[config.mk]
export PLATFORM = sky130hd
export DESIGN_NAME = mem_port_arbiter
export DESIGN_NICKNAME = d
export VERILOG_FILES = /design/src/rtl/mem_port_arbiter_pkg.sv /design/src/rtl/mem_arb_pick.sv /design/src/rtl/mem_port_arbiter.sv
export SDC_FILE = /design/constraint.sdc
export NUM_CORES = 1
export LEC_CHECK = 0
export ABC_AREA = 1
export CAP_MARGIN = 25
export CORE_UTILIZATION = 36
export CTS_BUF_LIST = sky130_fd_sc_hd__clkbuf_4
export CTS_CLUSTER_SIZE = 24
export DETAILED_ROUTE_END_ITERATION = 10
export GPL_TIMING_DRIVEN = 0
export HOLD_SLACK_MARGIN = 0.08
export PLACE_DENSITY = 0.9
export SETUP_SLACK_MARGIN = 0.3
export SYNTH_ARGS = -nofsm -noshare
export SYNTH_HDL_FRONTEND = slang
export SYNTH_HIERARCHICAL = 1
export SYNTH_SLANG_ARGS = --single-unit
[constraint.sdc]
create_clock -name clk -period 2.2 [get_ports clk]
set_input_delay 0.55 -clock clk [delete_from_list [all_inputs] [get_ports clk]]
set_output_delay 0.55 -clock clk [all_outputs]
set_load 0.02 [all_outputs]
[src/rtl/mem_port_arbiter_pkg.sv]
// Shared types for the single-port memory arbiter: FSM states, port owners and the
// data-streak counter width.
package mem_port_arbiter_pkg;

  typedef enum logic [1:0] {
    StIdle  = 2'd0,
    StIssue = 2'd1,
    StResp  = 2'd2
  } state_e;

  typedef enum logic [1:0] {
    OwnNone = 2'd0,
    OwnIf   = 2'd1,
    OwnD    = 2'd2
  } owner_e;

  // Wide enough for MAX_DSTREAK up to 15.
  localparam int unsigned StreakW = 4;

  function automatic logic [StreakW-1:0] streak_inc(input logic [StreakW-1:0] s);
    return (s == '1) ? s : s + 1'b1;
  endfunction

endpackage

[src/rtl/mem_arb_pick.sv]
// Winner select between fetch and data requesters. Data wins ties until it has been
// granted MAX_DSTREAK times in a row while fetch was waiting.
module mem_arb_pick
  import mem_port_arbiter_pkg::*;
#(
  parameter int unsigned MAX_DSTREAK = 3
) (
  input  logic clk,
  input  logic rst,
  input  logic if_req,
  input  logic d_req,
  input  logic grant_en,
  output logic grant_if,
  output logic grant_d
);

  localparam logic [StreakW-1:0] MaxStreak = StreakW'(MAX_DSTREAK);

  logic [StreakW-1:0] streak_q, streak_d;
  logic               fetch_turn;

  assign fetch_turn = if_req && (streak_q >= MaxStreak);

  always_comb begin
    grant_if = grant_en & if_req & (~d_req | fetch_turn);
    grant_d  = grant_en & d_req & ~fetch_turn;
  end

  // Streak only counts data grants that made a waiting fetch wait longer.
  always_comb begin
    streak_d = streak_q;
    if (!if_req) begin
      streak_d = '0;
    end else if (grant_if) begin
      streak_d = '0;
    end else if (grant_d) begin
      streak_d = streak_inc(streak_q);
    end
  end

  always_ff @(posedge clk or negedge rst) begin
    if (!rst) begin
      streak_q <= '0;
    end else begin
      streak_q <= streak_d;
    end
  end

endmodule

[src/rtl/mem_port_arbiter.sv]
// Shares one single-port synchronous memory between the instruction-fetch port and the
// data port. One access per two cycles: ISSUE drives the strobe, RESP returns the ack.
module mem_port_arbiter
  import mem_port_arbiter_pkg::*;
#(
  parameter int unsigned AW          = 16,
  parameter int unsigned DW          = 32,
  parameter int unsigned MAX_DSTREAK = 3
) (
  input  logic          clk,
  input  logic          rst,
  input  logic          if_req,
  input  logic [AW-1:0] if_addr,
  output logic          if_ack,
  output logic [DW-1:0] if_rdata,
  input  logic          d_req,
  input  logic          d_we,
  input  logic [AW-1:0] d_addr,
  input  logic [DW-1:0] d_wdata,
  output logic          d_ack,
  output logic [DW-1:0] d_rdata,
  output logic          mem_en,
  output logic          mem_we,
  output logic [AW-1:0] mem_addr,
  output logic [DW-1:0] mem_wdata,
  input  logic [DW-1:0] mem_rdata,
  output logic          busy
);

  state_e        state_q, state_d;
  owner_e        owner_q, owner_d;
  logic          we_q, we_d;
  logic          mem_en_q, mem_en_d;
  logic          mem_we_q, mem_we_d;
  logic [AW-1:0] mem_addr_q, mem_addr_d;
  logic [DW-1:0] mem_wdata_q, mem_wdata_d;
  logic          grant_en, grant_if, grant_d;

  // Arbitrate only where a new access can start: from idle or at the end of an ack.
  assign grant_en = (state_q == StIdle) || (state_q == StResp);

  mem_arb_pick #(
    .MAX_DSTREAK(MAX_DSTREAK)
  ) u_pick (
    .clk     (clk),
    .rst     (rst),
    .if_req  (if_req),
    .d_req   (d_req),
    .grant_en(grant_en),
    .grant_if(grant_if),
    .grant_d (grant_d)
  );

  always_comb begin
    state_d     = state_q;
    owner_d     = owner_q;
    we_d        = we_q;
    mem_en_d    = 1'b0;
    mem_we_d    = 1'b0;
    mem_addr_d  = mem_addr_q;
    mem_wdata_d = mem_wdata_q;
    unique case (state_q)
      StIdle, StResp: begin
        if (grant_d) begin
          state_d     = StIssue;
          owner_d     = OwnD;
          we_d        = d_we;
          mem_en_d    = 1'b1;
          mem_we_d    = d_we;
          mem_addr_d  = d_addr;
          mem_wdata_d = d_wdata;
        end else if (grant_if) begin
          state_d     = StIssue;
          owner_d     = OwnIf;
          we_d        = 1'b0;
          mem_en_d    = 1'b1;
          mem_addr_d  = if_addr;
          mem_wdata_d = '0;
        end else begin
          state_d = StIdle;
          owner_d = OwnNone;
          we_d    = 1'b0;
        end
      end
      StIssue: begin
        state_d = StResp;
      end
      default: begin
        state_d = StIdle;
        owner_d = OwnNone;
        we_d    = 1'b0;
      end
    endcase
  end

  always_ff @(posedge clk or negedge rst) begin
    if (!rst) begin
      state_q     <= StIdle;
      owner_q     <= OwnNone;
      we_q        <= 1'b0;
      mem_en_q    <= 1'b0;
      mem_we_q    <= 1'b0;
      mem_addr_q  <= '0;
      mem_wdata_q <= '0;
    end else begin
      state_q     <= state_d;
      owner_q     <= owner_d;
      we_q        <= we_d;
      mem_en_q    <= mem_en_d;
      mem_we_q    <= mem_we_d;
      mem_addr_q  <= mem_addr_d;
      mem_wdata_q <= mem_wdata_d;
    end
  end

  // Read data arrives from memory during RESP and is passed straight to the owner.
  always_comb begin
    if_ack   = 1'b0;
    d_ack    = 1'b0;
    if_rdata = '0;
    d_rdata  = '0;
    if (state_q == StResp) begin
      case (owner_q)
        OwnIf: begin
          if_ack   = 1'b1;
          if_rdata = mem_rdata;
        end
        OwnD: begin
          d_ack   = 1'b1;
          d_rdata = we_q ? '0 : mem_rdata;
        end
        default: ;
      endcase
    end
  end

  assign mem_en    = mem_en_q;
  assign mem_we    = mem_we_q;
  assign mem_addr  = mem_addr_q;
  assign mem_wdata = mem_wdata_q;
  assign busy      = (state_q != StIdle);

endmodule

==> results.yml, run 1 <==
grt:
  grt_usage_pct: 23.1
  antenna_found_initial: 0
  grt_remaining_overflow: 0
  grt_max_degree: 33
  grt_pass1_vias: 3642
  grt_first_pass_wirelength_mm: 16.3
worst_setup_path:
  path_cells: "buf_4 > nor2_4 > nand2_4 > buf_6 > nor2_1 > buf_4"
  crit_fanout: 10
  worstReg2RegStart: "u_pick/streak_q[0]$_DFFE_PN0P_"
  rrSetupSlack_ns: 0.41
  worst_path_largest_cell_delay_ns: 0.44
  worstPathRequired_ns: 1.65
  ff2ff_path_depth: 10
  arrival_ns: 1.67
  slowest_stage: "dfrtp_1"
  r2r-end: "mem_wdata[7]$_DFFE_PN0P_"
  worstSetupEndpointType: "output port"
  cp_common_cell: "buf_4"
  crit_type: "flip-flop to output port"
  startpoint_type: "flip-flop"
finish:
  drive_gt1_share_pct: 25.0
  nets: 814
  syn2layout_area_growth_pct: 92.5
  n_antenna_cell: 0
  mostFrequentLayoutCells: "nand2_1 (249), clkdlybuf4s50_1 (98), buf_4 (60)"
  final_cell_area_um2: 6010
  final_cells: 822
  layout_commonest_cell: "nand2_1"
  fillers: 673
  register_area_um2: 1480
  multi_input_area_um2: 1660
floorplan:
  fp.coreArea_um2: 8300
  die-area_um2: 9050
  die_x_um: 95.1
  die_h_um: 95.1
  pin_count: 218
  start_util_pct: 37.6
  rows: 33
sta:
  period_minus_slack_ns: 2.22
  hold_viol: 0
  grt_setup_unrepaired: "true"
  setup_viol: 1
  max_freq_ghz: 0.451
  max_slew.worst_pin.slew_ns: 0.642
  holdWs_ns: 0.168
  slew_violations: 0
  period_share_pct: 101
  fin_ws_ns: -0.0181
  setup_tns_ns: -0.0181
  finalClockSkew_ns: 0.0221
  relSlewSlack_pct: 57.2
power_and_ir_drop:
  p_per_area_nw_per_um2: 953
  ir_worst_vdd_uv: 699
  power_leakage_uw: 0.00319
synthesis:
  synth_edf_count: 0
  synth_cells: 460
  syn-cell-area_um2: 3120
  yosysTopAreaCell: "dfrtp_1"
  yosys.area.top_type_share_pct: 47.3
  synthFlopType: "dfrtp_1"
  yosysWarnings: 6
  yosysSeqAreaShare_pct: 47.3
  synth_seq_cells: 59
  syn_avg_cell_area_um2: 6.79
  ys_async_sr_fraction_pct: 100
  yosys-top-cells-area: "dfrtp_1 (47%), nand2_1 (30%), nor2_1 (8.7%), nand3_1 (3.0%), buf_2 (2.2%)"
  ys_types: 19
  synth_nets: 562
cts:
  h-tree-depth: 3
  cts_root_buf: "clkbuf_4"
  clkLatencyLatePin_ns: 0.40
  path_clk_slew_ns: 0.10
  cts_buffers: 9
  cts_tree: "built"
  clk_path_buf_depth: 2
  cts_hold_buf: 0
  clkSinkCount: 59
detailed_routing:
  first_pass_iters: 4
  via_per_inst: 4.67
  wl_mm: 11.2
  drtAntennaViolNets: 0
  drtIter0Drc: 110
  drc: 0
  vias: 3838
  wl_per_cell_um: 13.6
placement:
  dp_cells: 783
  numPortBuffers: 217
  placed_area_um2: 5440
  hpwl_mm: 8.10
  place.gp.congestion: 0.724
worst_hold_path:
  hp-class: "input port to asynchronous set/reset pin"
job:
  cap_violations: 0
status:
  status: "finished with violations"
  violations: "setup timing"
## per-stage QoR
step                power (uW)  util, %  worst slack (ns)
finish                    5730     72.4           -0.0181
global route              6120     72.4           -0.0990
CTS                       5410     65.8            0.0155
detailed placement        4890     65.6            -0.312
global placement          4790     65.4             -1.19
floorplan                 3360        -             0.386
## critical path, delay by kind of cell, from the launching register on
family                 cells  cell delay (ns)
buffers and inverters      3             0.50
flip-flops                 1             0.44
AND/OR/NAND/NOR            3             0.34
## timing repair
action,CTS,global route
setup endpoints to repair,157,107
pin swaps,0,7
buffers inserted,6,10
cloned,2,5
gates resized for setup,389,130
## kinds of logic (layout without fill, tap and decap cells)
logic type	Yosys count	count (layout)	share of synthesized area, %
and+or+nand+nor	353	353	44.5
buffers and inverters	41	298	6.69
adders and majority gates	1	1	0.401
AOI/OAI and AO/OA	6	6	1.08
DFF	59	59	47.3
## report_power, final
| part | leakage (uW) | internal, uW | switching (uW) |
|---|---|---|---|
| registers | 0.000750 | 1540 | 264 |
| logic | 0.00237 | 1310 | 1870 |
| clock network | 0.0000752 | 350 | 396 |
## sequential cells by signal, summed over array words and instances, names as in the netlist
name and cells:
mem_addr 16, mem_en 1, mem_wdata 32, mem_we 1, owner_q 2, state_q 2
u_pick/streak_q 4, we_q 1
## per-layer routing
layer  share of wire [%]  global-route usage (%)
met1                  36                    24.9
met2                  54                    43.3
met3                 8.3                    6.14
met4                 1.7                    7.20
met5                   0                       0
## synth_stat cells (2+ instances only)
cell type and instances:
buf_6 4, o21ai_0 4, inv_2 2, nand3_1 19
dfrtp_1 59, nand2_4 4, buf_2 14, nand2_2 2
nor2_2 2, nor2_1 72, buf_4 2, nand2_1 253
inv_1 14, clkbuf_1 4
## worst max-delay path by stage
stage | end | depth (start not counted) | from
2_1_floorplan | d_rdata[22] | 6 | state_q[0]$_DFF_PN0_
3_3_place_gp | mem_addr[4]$_DFFE_PN0P_ | 1 | rst
3_5_place_dp | mem_wdata[11]$_DFFE_PN0P_ | 9 | if_req
4_1_cts | if_rdata[12] | 6 | owner_q[0]$_DFFE_PN0P_
5_1_grt | if_rdata[7] | 7 | owner_q[0]$_DFFE_PN0P_
6_report | d_rdata[27] | 6 | owner_q[0]$_DFFE_PN0P_
## layout make-up
class | instances | area share [%]
Tap cell | 105 | 2.19
Clock buffer | 10 | 1.25
Inverter | 17 | 1.33
Timing Repair Buffer | 241 | 38.3
Clock inverter | 6 | 0.937
Buffer | 24 | 3.77
Sequential cell | 59 | 24.6
Multi-Input combinational cell | 360 | 27.7
Power figures use the tool's default switching activity.
==> inputs of run 2 (changes only) <==
--- a/config.mk
+++ b/config.mk
@@ -6,6 +6,7 @@
 export NUM_CORES = 1
 export LEC_CHECK = 0
 export ABC_AREA = 1
+export ABC_CLOCK_PERIOD_IN_PS = 2200
 export CAP_MARGIN = 25
 export CORE_UTILIZATION = 36
 export CTS_BUF_LIST = sky130_fd_sc_hd__clkbuf_4
@@ -19,3 +20,4 @@
 export SYNTH_HDL_FRONTEND = slang
 export SYNTH_HIERARCHICAL = 1
 export SYNTH_SLANG_ARGS = --single-unit
+export TNS_END_PERCENT = 10
==> constraint.sdc (replaced) <==
create_clock -name clk -period 2.2 [get_ports clk]
set_input_delay 0.44 -clock clk [delete_from_list [all_inputs] [get_ports clk]]
set_output_delay 0.44 -clock clk [all_outputs]
set_load 0.02 [all_outputs]
==> run 2 against run 1 <==
Net effect:
- the run now ends clean
- power down 0.61%
- via count down 2.4%
- critical path depth down 1
- flip-flop and latch count unchanged
- largest power group unchanged
- highest routed layer unchanged
==> results.yml, run 2 (synthesized netlist as in run 1, its figures left out) <==
finish:
  largest_reg_flops: 32
  multi_input_area_um2: 1460
  n_antenna_cell: 0
  drive_gt1_share_pct: 18.0
  utilization_pct: 65.9
  register_area_um2: 1480
  fillers: 755
  mostFrequentLayoutCells: "nand2_1 (253), clkdlybuf4s50_1 (149), nor2_1 (70)"
  final_cells: 809
  layout_commonest_cell: "nand2_1"
  syn2layout_area_growth_pct: 75.1
  nets: 801
worst_setup_path:
  slowest_stage: "dfrtp_1"
  arrival_ns: 1.64
  crit_fanout: 6
  path_cells: "buf_4 > nor2_2 > nand2_4 > nor2_1 > clkdlybuf4s15_1"
  worstPathRequired_ns: 1.76
  worstReg2RegStart: "u_pick/streak_q[0]$_DFFE_PN0P_"
  startpoint: "owner_q[0]$_DFFE_PN0P_"
  startpoint_type: "flip-flop"
  worstSetupEndpointType: "output port"
  crit_type: "flip-flop to output port"
  worst_path_largest_cell_delay_ns: 0.43
  ff2ff_path_depth: 9
grt:
  grt_remaining_overflow: 0
  grt_max_degree: 33
  grt_pass1_vias: 3657
  grt_usage_pct: 22.9
  antenna_found_initial: 0
  grt_first_pass_wirelength_mm: 16.2
sta:
  grt_setup_unrepaired: "true"
  relSlewSlack_pct: 56.9
  max_slew.worst_pin.slew_ns: 0.647
  max_freq_ghz: 0.480
  hold_viol: 0
  finalClockSkew_ns: 0.0221
  period_share_pct: 94.6
  period_minus_slack_ns: 2.08
  holdWs_ns: 0.483
  setup_viol: 0
  slew_violations: 0
detailed_routing:
  first_pass_iters: 4
  drc: 0
  wl_mm: 10.5
  drtAntennaViolNets: 0
  drtIter0Drc: 99
  via_per_inst: 4.63
  vias: 3747
  wl_per_cell_um: 12.9
cts:
  clkSinkCount: 59
  clkLatencyLatePin_ns: 0.40
  h-tree-depth: 3
  cts_tree: "built"
  cts_buffers: 9
  path_clk_slew_ns: 0.10
  clk_path_buf_depth: 2
  cts_root_buf: "clkbuf_4"
placement:
  dp_cells: 783
  hpwl_mm: 8.10
  place.gp.congestion: 0.724
  numPortBuffers: 217
status:
  status: "finished, final reports clean"
floorplan:
  start_util_pct: 37.6
  pin_count: 218
  die_h_um: 95.1
  fp.coreArea_um2: 8300
  die_x_um: 95.1
  die-area_um2: 9050
  rows: 33
worst_hold_path:
  hold_start: "mem_wdata[5]$_DFFE_PN0P_"
  worstHoldPathCells: 2
  hp-class: "flip-flop to flip-flop"
power_and_ir_drop:
  power_leakage_uw: 0.00291
  ir_worst_vdd_uv: 790
  p_per_area_nw_per_um2: 1040
job:
  cap_violations: 0
[run 2: cell count changes in the layout (fill, tap and decap cells not counted), moves of 6 or more]
cell and change:
clkdlybuf4s50_1 +51, dlygate4sd2_1 -49, buf_2 +43, buf_4 -30, buf_6 -29, nor2_1 +28
nor2_4 -22, nor2_2 -6
[run 2: worst max-delay path: cells and delay by family, from the launching register on]
family,cells,cell delay (ns)
buffers and inverters,2,0.49
DFF,1,0.43
and+or+nand+nor,3,0.34
[run 2: worst paths after layout]
path | to | slack (ns)
max | d_rdata[0] | 0.12
min | mem_wdata[5]$_DFFE_PN0P_ | 0.48
max reg2reg | mem_wdata[25]$_DFFE_PN0P_ | 0.30
min reg2reg | mem_wdata[5]$_DFFE_PN0P_ | 0.48
max in group asynchronous | u_pick/streak_q[2]$_DFFE_PN0P_ | 0.99
min in group asynchronous | mem_wdata[21]$_DFFE_PN0P_ | 0.60
[run 2: area by class of cell]
cell class              count  area share [%]
clock buffers              10            1.37
plain buffers              24            3.16
clock inverters             6            1.03
flip-flops and latches     59            27.0
well taps                 105            2.40
repair buffers            228            37.2
multi-input cells         360            26.6
inverters                  17            1.21
[run 2: stage by stage]
stage / total power, uW / setup slack (ns) / area [um^2] / TNS, ns
after floorplan: 3360 / 0.496 / 3120 / 0
after global placement: 4790 / -1.08 / 5430 / -69.00
after detailed placement: 4890 / -0.202 / 5440 / -7.51
after CTS: 5700 / 0.0895 / 5670 / 0
after global routing: 6070 / 0.0482 / 5470 / 0
final: 5690 / 0.118 / 5470 / 0
[run 2: report_power, final]
| part | switching (uW) | internal (uW) | total, uW |
|---|---|---|---|
| sequential | 281 | 1540 | 1820 |
| clock | 392 | 350 | 743 |
| combinational | 1730 | 1400 | 3130 |
[run 2: per-layer routing]
metal	vias to the layer above	GRT usage [%]	share of wire [%]	routed length, um
met5	-	0	0	0
met4	0	8.21	1.4	150
met3	15	6.30	9.0	946
met2	154	42.7	53	5560
li1	1866	-	-	-
met1	1712	24.4	36	3820
[run 2: repair_timing]
action | 4_1_cts | 5_1_grt
gates cloned | 0 | 3
endpoints found under the setup margin | 107 | 110
setup buffers | 3 | 3
pin swaps | 0 | 1
hold buffers | 1 | 0
resized for setup | 227 | 74
hold endpoints to repair | 27 | 0
